## src/rtl/sd_sector_reader.sv

```systemverilog
// Reads one 512-byte SD sector with CMD17 through the byte-wide SPI master.
// Each data byte is presented with a one-cycle strobe and its index within the sector.
module sd_sector_reader #(
    parameter int unsigned XFER_CYCLES   = 18,
    parameter int unsigned R1_TIMEOUT    = 16,
    parameter int unsigned TOKEN_TIMEOUT = 4096,
    parameter bit          SDHC          = 1'b1
) (
    input  logic        clk,
    input  logic        reset,
    input  logic        start,
    input  logic [31:0] lba,
    output logic        busy,
    output logic        done,
    output logic        error,
    output logic [1:0]  err_code,
    output logic        data_valid,
    output logic [7:0]  data_out,
    output logic [8:0]  byte_index,
    output logic        spi_enable,
    output logic        spi_rnw,
    output logic [2:0]  spi_addr,
    output logic [7:0]  spi_din,
    input  logic [7:0]  spi_dout,
    input  logic        spi_ready
);
    typedef enum logic [3:0] {
        StIdle, StCsLo, StCmd, StR1, StToken, StData, StCrc, StCsHi, StTail, StFin
    } state_t;

    localparam logic [7:0]  XferLoad  = 8'(XFER_CYCLES);
    localparam logic [12:0] R1Last    = 13'(R1_TIMEOUT - 1);
    localparam logic [12:0] TokenLast = 13'(TOKEN_TIMEOUT - 1);
    localparam logic [2:0]  AddrSend  = 3'd0;
    localparam logic [2:0]  AddrPoll  = 3'd1;
    localparam logic [2:0]  AddrCsHi  = 3'd3;
    localparam logic [2:0]  AddrCsLo  = 3'd4;

    state_t      state_q;
    logic        waiting_q;
    logic [7:0]  wait_cnt_q;
    logic [12:0] poll_cnt_q;
    logic [8:0]  byte_cnt_q;
    logic [31:0] card_addr_q;
    logic [7:0]  cmd_byte;

    always_comb begin
        cmd_byte = 8'hFF;
        case (byte_cnt_q)
            9'd0:    cmd_byte = 8'h51;
            9'd1:    cmd_byte = card_addr_q[31:24];
            9'd2:    cmd_byte = card_addr_q[23:16];
            9'd3:    cmd_byte = card_addr_q[15:8];
            9'd4:    cmd_byte = card_addr_q[7:0];
            default: cmd_byte = 8'hFF;
        endcase
    end

    assign spi_rnw = 1'b0;

    // Each state issues one SPI op, waits out the transfer, then acts on the sampled byte.
    always_ff @(posedge clk) begin
        if (reset) begin
            state_q     <= StIdle;
            waiting_q   <= 1'b0;
            wait_cnt_q  <= 8'd0;
            poll_cnt_q  <= 13'd0;
            byte_cnt_q  <= 9'd0;
            card_addr_q <= 32'd0;
            busy        <= 1'b0;
            done        <= 1'b0;
            error       <= 1'b0;
            err_code    <= 2'd0;
            data_valid  <= 1'b0;
            data_out    <= 8'd0;
            byte_index  <= 9'd0;
            spi_enable  <= 1'b0;
            spi_addr    <= 3'd0;
            spi_din     <= 8'd0;
        end else begin
            spi_enable <= 1'b0;
            done       <= 1'b0;
            error      <= 1'b0;
            data_valid <= 1'b0;
            if (waiting_q) begin
                if (wait_cnt_q != 8'd0) begin
                    wait_cnt_q <= wait_cnt_q - 8'd1;
                end else begin
                    waiting_q <= 1'b0;
                    case (state_q)
                        StCsLo: begin
                            state_q    <= StCmd;
                            byte_cnt_q <= 9'd0;
                        end
                        StCmd: begin
                            if (byte_cnt_q == 9'd5) begin
                                state_q    <= StR1;
                                poll_cnt_q <= 13'd0;
                            end else begin
                                byte_cnt_q <= byte_cnt_q + 9'd1;
                            end
                        end
                        StR1: begin
                            if (spi_dout == 8'hFF) begin
                                if (poll_cnt_q == R1Last) begin
                                    err_code <= 2'd2;
                                    state_q  <= StCsHi;
                                end else begin
                                    poll_cnt_q <= poll_cnt_q + 13'd1;
                                end
                            end else if (spi_dout == 8'h00) begin
                                state_q    <= StToken;
                                poll_cnt_q <= 13'd0;
                            end else begin
                                err_code <= 2'd1;
                                state_q  <= StCsHi;
                            end
                        end
                        StToken: begin
                            if (spi_dout == 8'hFF) begin
                                if (poll_cnt_q == TokenLast) begin
                                    err_code <= 2'd3;
                                    state_q  <= StCsHi;
                                end else begin
                                    poll_cnt_q <= poll_cnt_q + 13'd1;
                                end
                            end else if (spi_dout == 8'hFE) begin
                                state_q    <= StData;
                                byte_cnt_q <= 9'd0;
                            end else begin
                                err_code <= 2'd3;
                                state_q  <= StCsHi;
                            end
                        end
                        StData: begin
                            data_valid <= 1'b1;
                            data_out   <= spi_dout;
                            byte_index <= byte_cnt_q;
                            if (byte_cnt_q == 9'd511) begin
                                state_q    <= StCrc;
                                byte_cnt_q <= 9'd0;
                            end else begin
                                byte_cnt_q <= byte_cnt_q + 9'd1;
                            end
                        end
                        StCrc: begin
                            if (byte_cnt_q == 9'd1) state_q <= StCsHi;
                            else byte_cnt_q <= byte_cnt_q + 9'd1;
                        end
                        StCsHi:  state_q <= StTail;
                        StTail:  state_q <= StFin;
                        default: state_q <= StIdle;
                    endcase
                end
            end else begin
                case (state_q)
                    StIdle: begin
                        // busy is still high on the done/error cycle, so a start there is ignored.
                        busy <= 1'b0;
                        if (start && spi_ready && !busy) begin
                            busy        <= 1'b1;
                            err_code    <= 2'd0;
                            card_addr_q <= SDHC ? lba : {lba[22:0], 9'd0};
                            state_q     <= StCsLo;
                        end
                    end
                    StCsLo, StCsHi: begin
                        spi_enable <= 1'b1;
                        spi_addr   <= (state_q == StCsLo) ? AddrCsLo : AddrCsHi;
                        waiting_q  <= 1'b1;
                        wait_cnt_q <= 8'd1;
                    end
                    StCmd: begin
                        spi_enable <= 1'b1;
                        spi_addr   <= AddrSend;
                        spi_din    <= cmd_byte;
                        waiting_q  <= 1'b1;
                        wait_cnt_q <= XferLoad;
                    end
                    StR1, StToken, StData, StCrc, StTail: begin
                        spi_enable <= 1'b1;
                        spi_addr   <= AddrPoll;
                        waiting_q  <= 1'b1;
                        wait_cnt_q <= XferLoad;
                    end
                    StFin: begin
                        done    <= (err_code == 2'd0);
                        error   <= (err_code != 2'd0);
                        state_q <= StIdle;
                    end
                    default: state_q <= StIdle;
                endcase
            end
        end
    end
endmodule
```

## config.mk

```make
export PLATFORM = sky130hd
export DESIGN_NAME = sd_sector_reader
export DESIGN_NICKNAME = d
export VERILOG_FILES = /design/src/rtl/sd_sector_reader.sv
export SDC_FILE = /design/constraint.sdc
export NUM_CORES = 1
export LEC_CHECK = 0
export CORE_MARGIN = 5
export CORE_UTILIZATION = 40
export CTS_BUF_LIST = sky130_fd_sc_hd__clkbuf_4
export DETAILED_ROUTE_END_ITERATION = 7
export DONT_BUFFER_PORTS = 1
export REMOVE_ABC_BUFFERS = 1
export SKIP_CTS_REPAIR_TIMING = 1
export SYNTH_ARGS = -nofsm -noshare
export SYNTH_HDL_FRONTEND = slang
export SYNTH_SLANG_ARGS = --single-unit
```

## constraint.sdc

```tcl
create_clock -name clk -period 5 [get_ports clk]
set_input_delay 1 -clock clk [delete_from_list [all_inputs] [get_ports clk]]
set_output_delay 1 -clock clk [all_outputs]
set_load 0.02 [all_outputs]
```

==> reports/summary.txt, run 1 <==
Worst Path Required - 5410 ps
Core Util, Final - 42.31%
Die X - 120.6 µm
xor and xnor area share after synthesis - 1.074%
Gate power share - 25.7%
Worst setup SP type - flop
HPWL after DPL - 8.291 mm
crit path cell chain - nand2_1 > o41ai_1 > nor3b_1 > buf_4 > and4b_1 > a41oi_1 > a31oi_1
cell taking the most area after synthesis - dfxtp_1
clock power share - 22.9%
worst-path maximum fanout - 21
Post-route DRC - 0
average wire per standard cell - 16.35 µm
CTS tree - done
most frequent cell after synthesis - dfxtp_1
filler instances - 1243
Global Route met2 Usage - 27.49%
synthesized-area fraction occupied by adder cells - 2.046%
clock sink count - 102
DR pass1 iterations - 5
RD Place Congestion - 0.8389
GRT met3 Usage - 5.753%
Clock Latency Late Sink - 490 ps
Worst-path clk slew - 160 ps
kind of critical path - flop to flop
Total GRT Usage - 16.44%
most frequent cells after synthesis - dfxtp_1, nand2_1, nor2_1
RSZ-0062 raised after global routing - no
setup TNS - 0 ps
diode count - 0
GRT overflow - 0
H-Tree Depth - 3
Switching Share - 35.63%
DR vias - 4165
Tightest Hold Check Type - flop to flop
Final Cycle Share - 60.94%
share of the synthesized area in the top cell type - 41.74%
post-layout net count - 624
Port Buffers - 0
post-synthesis simple-gate area fraction - 26.80%
drt total wl - 11.84 mm
Slew Viols, Final - 0
initial antenna violation count - 0
DRT iter0 DRCs - 280
maximum vdd drop - 0.1787 mV
Detail Route Antenna Nets - 0
relative slew slack - 22.88%
top_reg_cell synth - dfxtp_1
synthesized area - 4892 µm²
root buffer cell - clkbuf_4
die height - 120.6 µm
NetSw - 0.7015 mW
CTS Buffer Depth - 2
Die Footprint - 14540 µm²
FMAX - 328.2 MHz
crit end category - flop
max incr delay on CP - 810 ps
core area - 12010 µm²
starting density of the core - 40.73%
ys async rst share - 0%
M1 GR Usage - 19.53%
P_int - 1.268 mW
num rows - 40
#FFs+latches synth - 102
Synth cell types - 68
largest net degree at the start of global routing - 91
leakage power - 1.680 nW
Final Hold Fails - 0
Ports - 80
Slowest-stage cell, CP - dfxtp_1
Syn. warnings - 0
sequential area share after synthesis - 41.74%
pre-CTS setup slack - 1983 ps
routed vias/inst - 5.753
part of the power in registers - 51.4%
P&R area growth vs syn - 3.887%
Post-synth EDFFs - 0
largest family of logic cells by synthesized area - simple AND/OR/NAND/NOR gates
Syn Area/Cell - 8.167 µm²
Max-Cap Viols - 0
first-pass GRT wire length - 19.62 mm
Synth Area in Compound Gates - 19.54%
vias in the first global route - 4020
gr busiest metal - met2
Final Skew - 18.16 ps
Slew @ Worst Pin - 1156 ps
minimum clock period - 3047 ps
Final setup viols - 0
fraction of layout cells with a size suffix above 1 - 5.546%
Synth area leaders - dfxtp_1, nand2_1, a21oi_1, nor2_1, mux2i_1
PwrDens - 387.4 nW/µm²
Syn Inst Count - 599
post-synthesis mux area share - 4.501%
final setup margin - 1953 ps
CTS Buf Count - 9
status - finished clean
critical path arrival - 3460 ps
==> worst max-delay path, delay by kind of cell (launching register included) <==
family	cells	cell delay, ps
DFF	1	810
buffers and inverters	1	220
AOI/OAI and AO/OA	3	930
and+or+nand+nor	3	1010
==> cells by family (layout without fill, tap and decap cells) <==
family | count (synthesis) | count (layout)
fa+ha+maj | 8 | 8
other cells | 1 | 1
buf+inv | 52 | 30
flops | 102 | 102
xor+xnor | 6 | 6
compound gates | 151 | 151
simple gates | 257 | 257
mux | 22 | 22
==> per-stage QoR <==
stage / hold WS (ps) / total power [mW] / cells / cell area [µm²]
after floorplan: 430.0 / 1.412 / 559 / 4731
after global placement: 437.5 / 1.521 / 708 / 4938
after detailed placement: 440.3 / 1.537 / 708 / 4938
after CTS: 460.3 / 1.993 / 724 / 5082
after global routing: 478.5 / 2.104 / 724 / 5082
final: 458.8 / 1.969 / 724 / 5082
==> placed cells by master, fill, tap and decap left out, types with 3 or more instances in the layout <==
cell type	count
dfxtp_1	102
nand2_1	88
nor2_1	60
a21oi_1	57
mux2i_1	22
o21ai_0	21
a22oi_1	16
and3_1	15
a31oi_1	13
inv_1	11
nand2b_1	11
nor2b_1	11
nor3_1	11
clkbuf_4	10
a311oi_1	9
ha_1	8
nor4_1	7
nand3_1	7
nand4_1	6
nand3b_1	6
or4_1	5
a211oi_1	5
xnor2_1	5
or2_2	4
and4_1	4
o41ai_1	3
a41oi_1	3
inv_6	3
==> power groups by stage <==
stage	Combinational, mW	Sequential (mW)	Clock (mW)
after global placement	0.492	1.03	0
final	0.506	1.01	0.450
after CTS	0.508	1.01	0.472
after detailed placement	0.506	1.03	0
after global routing	0.576	1.03	0.500
after floorplan	0.412	1.00	0
==> final timing paths <==
kind,start,to,slack [ps],depth (start not counted)
worst max-delay path,state_q[0]$_SDFFE_PP0P_,poll_cnt_q[9]$_SDFFE_PP0P_,1950,7
worst min-delay path,card_addr_q[9]$_SDFFE_PP0P_,card_addr_q[9]$_SDFFE_PP0P_,460,2
worst max register to register,state_q[0]$_SDFFE_PP0P_,poll_cnt_q[9]$_SDFFE_PP0P_,1950,7
worst min register to register,card_addr_q[9]$_SDFFE_PP0P_,card_addr_q[9]$_SDFFE_PP0P_,460,2
==> routing by layer <==
layer	wire (µm)	up-vias	share of wire, %
li1	-	2093	-
met1	5254	1948	44
met2	5603	109	47
met3	782	15	6.6
met4	197	0	1.7
met5	0	-	0
==> final cells by class <==
cell class | count | area [µm²] | area share [%]
clock buffer | 10 | 75.07 | 1.477
clock inverter | 6 | 68.82 | 1.354
inverter | 12 | 45.04 | 0.8863
multi-input combinational | 445 | 2653 | 52.19
sequential | 102 | 2042 | 40.18
tap | 147 | 183.9 | 3.619
timing repair buffer | 2 | 15.01 | 0.2954
==> registers in the layout, indices dropped and copies added, names as in the netlist, 2 cells and up <==
name and flops:
state_q 4, spi_addr 3, byte_cnt_q 9, wait_cnt_q 8
card_addr_q 32, byte_index 9, poll_cnt_q 13, err_code 2
spi_din 8, data_out 8
Note: power is estimated with default switching activity, not from simulation.
==> run 2: changes to the inputs <==
clock period = 2.75 ns   (was 5 ns; I/O delays follow)
==> run 2 against run 1 <==
Net effect: die area stayed put; routed wire length is 5.1% higher; clock power is 82% higher; global-route usage is 0.97 points higher; design area is 4.3% higher; critical path depth is 1 lower; utilization is 1.8 points higher; critical path type unchanged.
==> reports/summary.txt, run 2 (synthesis results as in run 1) <==
diode count - 0 (unchanged)
num rows - 40 (unchanged)
crit end category - flop
worst-path maximum fanout - 6 (-71%)
crit path cell chain - or4_4 > nor4b_4 > nand2_1 > or3_4 > or4b_1 > a21oi_1
core area - 12010 µm² (unchanged)
Worst Path Required - 3200 ps (-2210 ps)
number of flip-flops in the largest register - 32 (unchanged)
Die Footprint - 14540 µm² (unchanged)
Detail Route Antenna Nets - 0 (unchanged)
routed vias/inst - 5.743 (-0.16%)
Worst setup SP type - flop
Non-Filler Instances - 748 (+3.3%)
critical path arrival - 3060 ps (-400 ps)
Clock Latency Late Sink - 500 ps (about the same)
kind of critical path - flop to flop
Post-route DRC - 0 (unchanged)
HPWL after DPL - 8.639 mm (+4.2%)
Final Skew - 25.49 ps (+7.331 ps)
average wire per standard cell - 16.64 µm (+1.7%)
DR vias - 4296 (+3.1%)
worst hold start - reset
max incr delay on CP - 580 ps (-230 ps)
crit path from - wait_cnt_q[2]$_SDFFE_PP0P_
Final Hold Fails - 0 (unchanged)
drt total wl - 12.45 mm (+5.1%)
Worst-path clk slew - 180 ps (+20 ps)
clock sink count - 102 (unchanged)
post-layout net count - 648 (+3.8%)
vias in the first global route - 4105 (+2.1%)
CTS Buffer Depth - 2 (unchanged)
Slew @ Worst Pin - 714.6 ps (-441.0 ps)
H-Tree Depth - 3 (unchanged)
Port Buffers - 0 (unchanged)
DR pass1 iterations - 5 (unchanged)
PwrDens - 700.9 nW/µm² (+81%)
final hold slack - 93.24 ps (-365.6 ps)
leakage power - 1.826 nW (+8.7%)
relative slew slack - 51.95% (+29 points)
root buffer cell - clkbuf_4
RR Startpoint - wait_cnt_q[2]$_SDFFE_PP0P_
Total GRT Usage - 17.42% (+0.97 points)
initial antenna violation count - 0 (unchanged)
Final setup viols - 0 (unchanged)
Slowest-stage cell, CP - or4_4
Max-Cap Viols - 0 (unchanged)
FMAX - 383.3 MHz (+17%)
Reg with most FFs - card_addr_q
commonest non-fill, non-tap cell in the layout - dfxtp_1
most frequent cells in the layout - dfxtp_1, nand2_1, nor2_1, a21oi_1, buf_4
Ports - 80 (unchanged)
status - finished clean
minimum clock period - 2609 ps (-437.9 ps)
P&R area growth vs syn - 8.363%
Tightest Hold Check Type - input pin to flop
Post-Place Cells - 730 (+3.1%)
Slew Viols, Final - 0 (unchanged)
fraction of layout cells with a size suffix above 1 - 10.32% (+4.8 points)
setup TNS - 0 ps (unchanged)
CTS tree - done
Top Registers - card_addr_q (32), poll_cnt_q (13)
largest net degree at the start of global routing - 91 (unchanged)
die height - 120.6 µm (unchanged)
first-pass GRT wire length - 20.53 mm (+4.6%)
CTS Buf Count - 9 (unchanged)
DRT iter0 DRCs - 215 (-23%)
maximum vdd drop - 0.4275 mV (+140%)
Die X - 120.6 µm (unchanged)
GRT overflow - 0 (unchanged)
RD Place Congestion - 0.8701 (+3.7%)
Final Cycle Share - 94.88% (+34 points)
starting density of the core - 40.73% (unchanged)
==> run 2: area by class of cell <==
class | count | area (µm²)
Multi-Input combinational cell | 445 | 2683
Fill cell | 1203 | 6710
Clock buffer | 9 | 67.56
Tap cell | 147 | 183.9
Sequential cell | 102 | 2043
Timing Repair Buffer | 26 | 195.2
Clock inverter | 7 | 83.83
Inverter | 12 | 45.04
==> run 2: path summary, 6_finish.rpt <==
check | endpoint | slack (ps) | cells past startpoint
setup / recovery | byte_cnt_q[8]$_SDFFE_PP0P_ | 140 | 6
hold / removal | card_addr_q[15]$_SDFFE_PP0P_ | 90 | 1
setup reg to reg | byte_cnt_q[8]$_SDFFE_PP0P_ | 140 | 6
hold reg to reg | card_addr_q[19]$_SDFFE_PP0P_ | 460 | 2
==> run 2: metrics by stage <==
stage	util [%]	area, µm²	worst slack, ps	power, mW
6_report	44.14	5301	140.8	3.716
5_1_grt	44.14	5301	-20.53	3.957
4_1_cts	43.75	5255	112.4	3.699
3_5_place_dp	42.49	5104	138.9	2.865
3_3_place_gp	42.49	5104	239.0	2.829
2_1_floorplan	-	4731	-1188	2.567
==> run 2: report_power, final <==
group	switching [mW]	leakage (nW)	internal [mW]	total, mW
sequential	0.179	0.827	1.63	1.81
clock	0.595	0.0820	0.225	0.820
combinational	0.628	0.918	0.462	1.09
total	1.40	1.83	2.31	3.72
==> run 2: metal layers <==
layer  GRT usage, %  vias to the layer above  routed length [µm]  share of wire [%]
met4          5.807                        0                 199                1.6
met5              0                        -                   0                  0
met2          29.03                      110                6054                 49
met3          5.659                       18                 732                5.9
met1          21.20                     2023                5459                 44
li1               -                     2145                   -                  -
==> run 2: worst max-delay path: cells and delay by family (launching register included) <==
kind	cells	cell delay [ps]
compound gates	1	140
flops	1	400
simple gates	5	2020
==> run 3: changes to the inputs <==
ABC_AREA = 0   (was unset)
TNS_END_PERCENT = 50   (was unset)
==> results of run 3 <==
The final DEF is identical to that of run 2; final timing and power are the same.
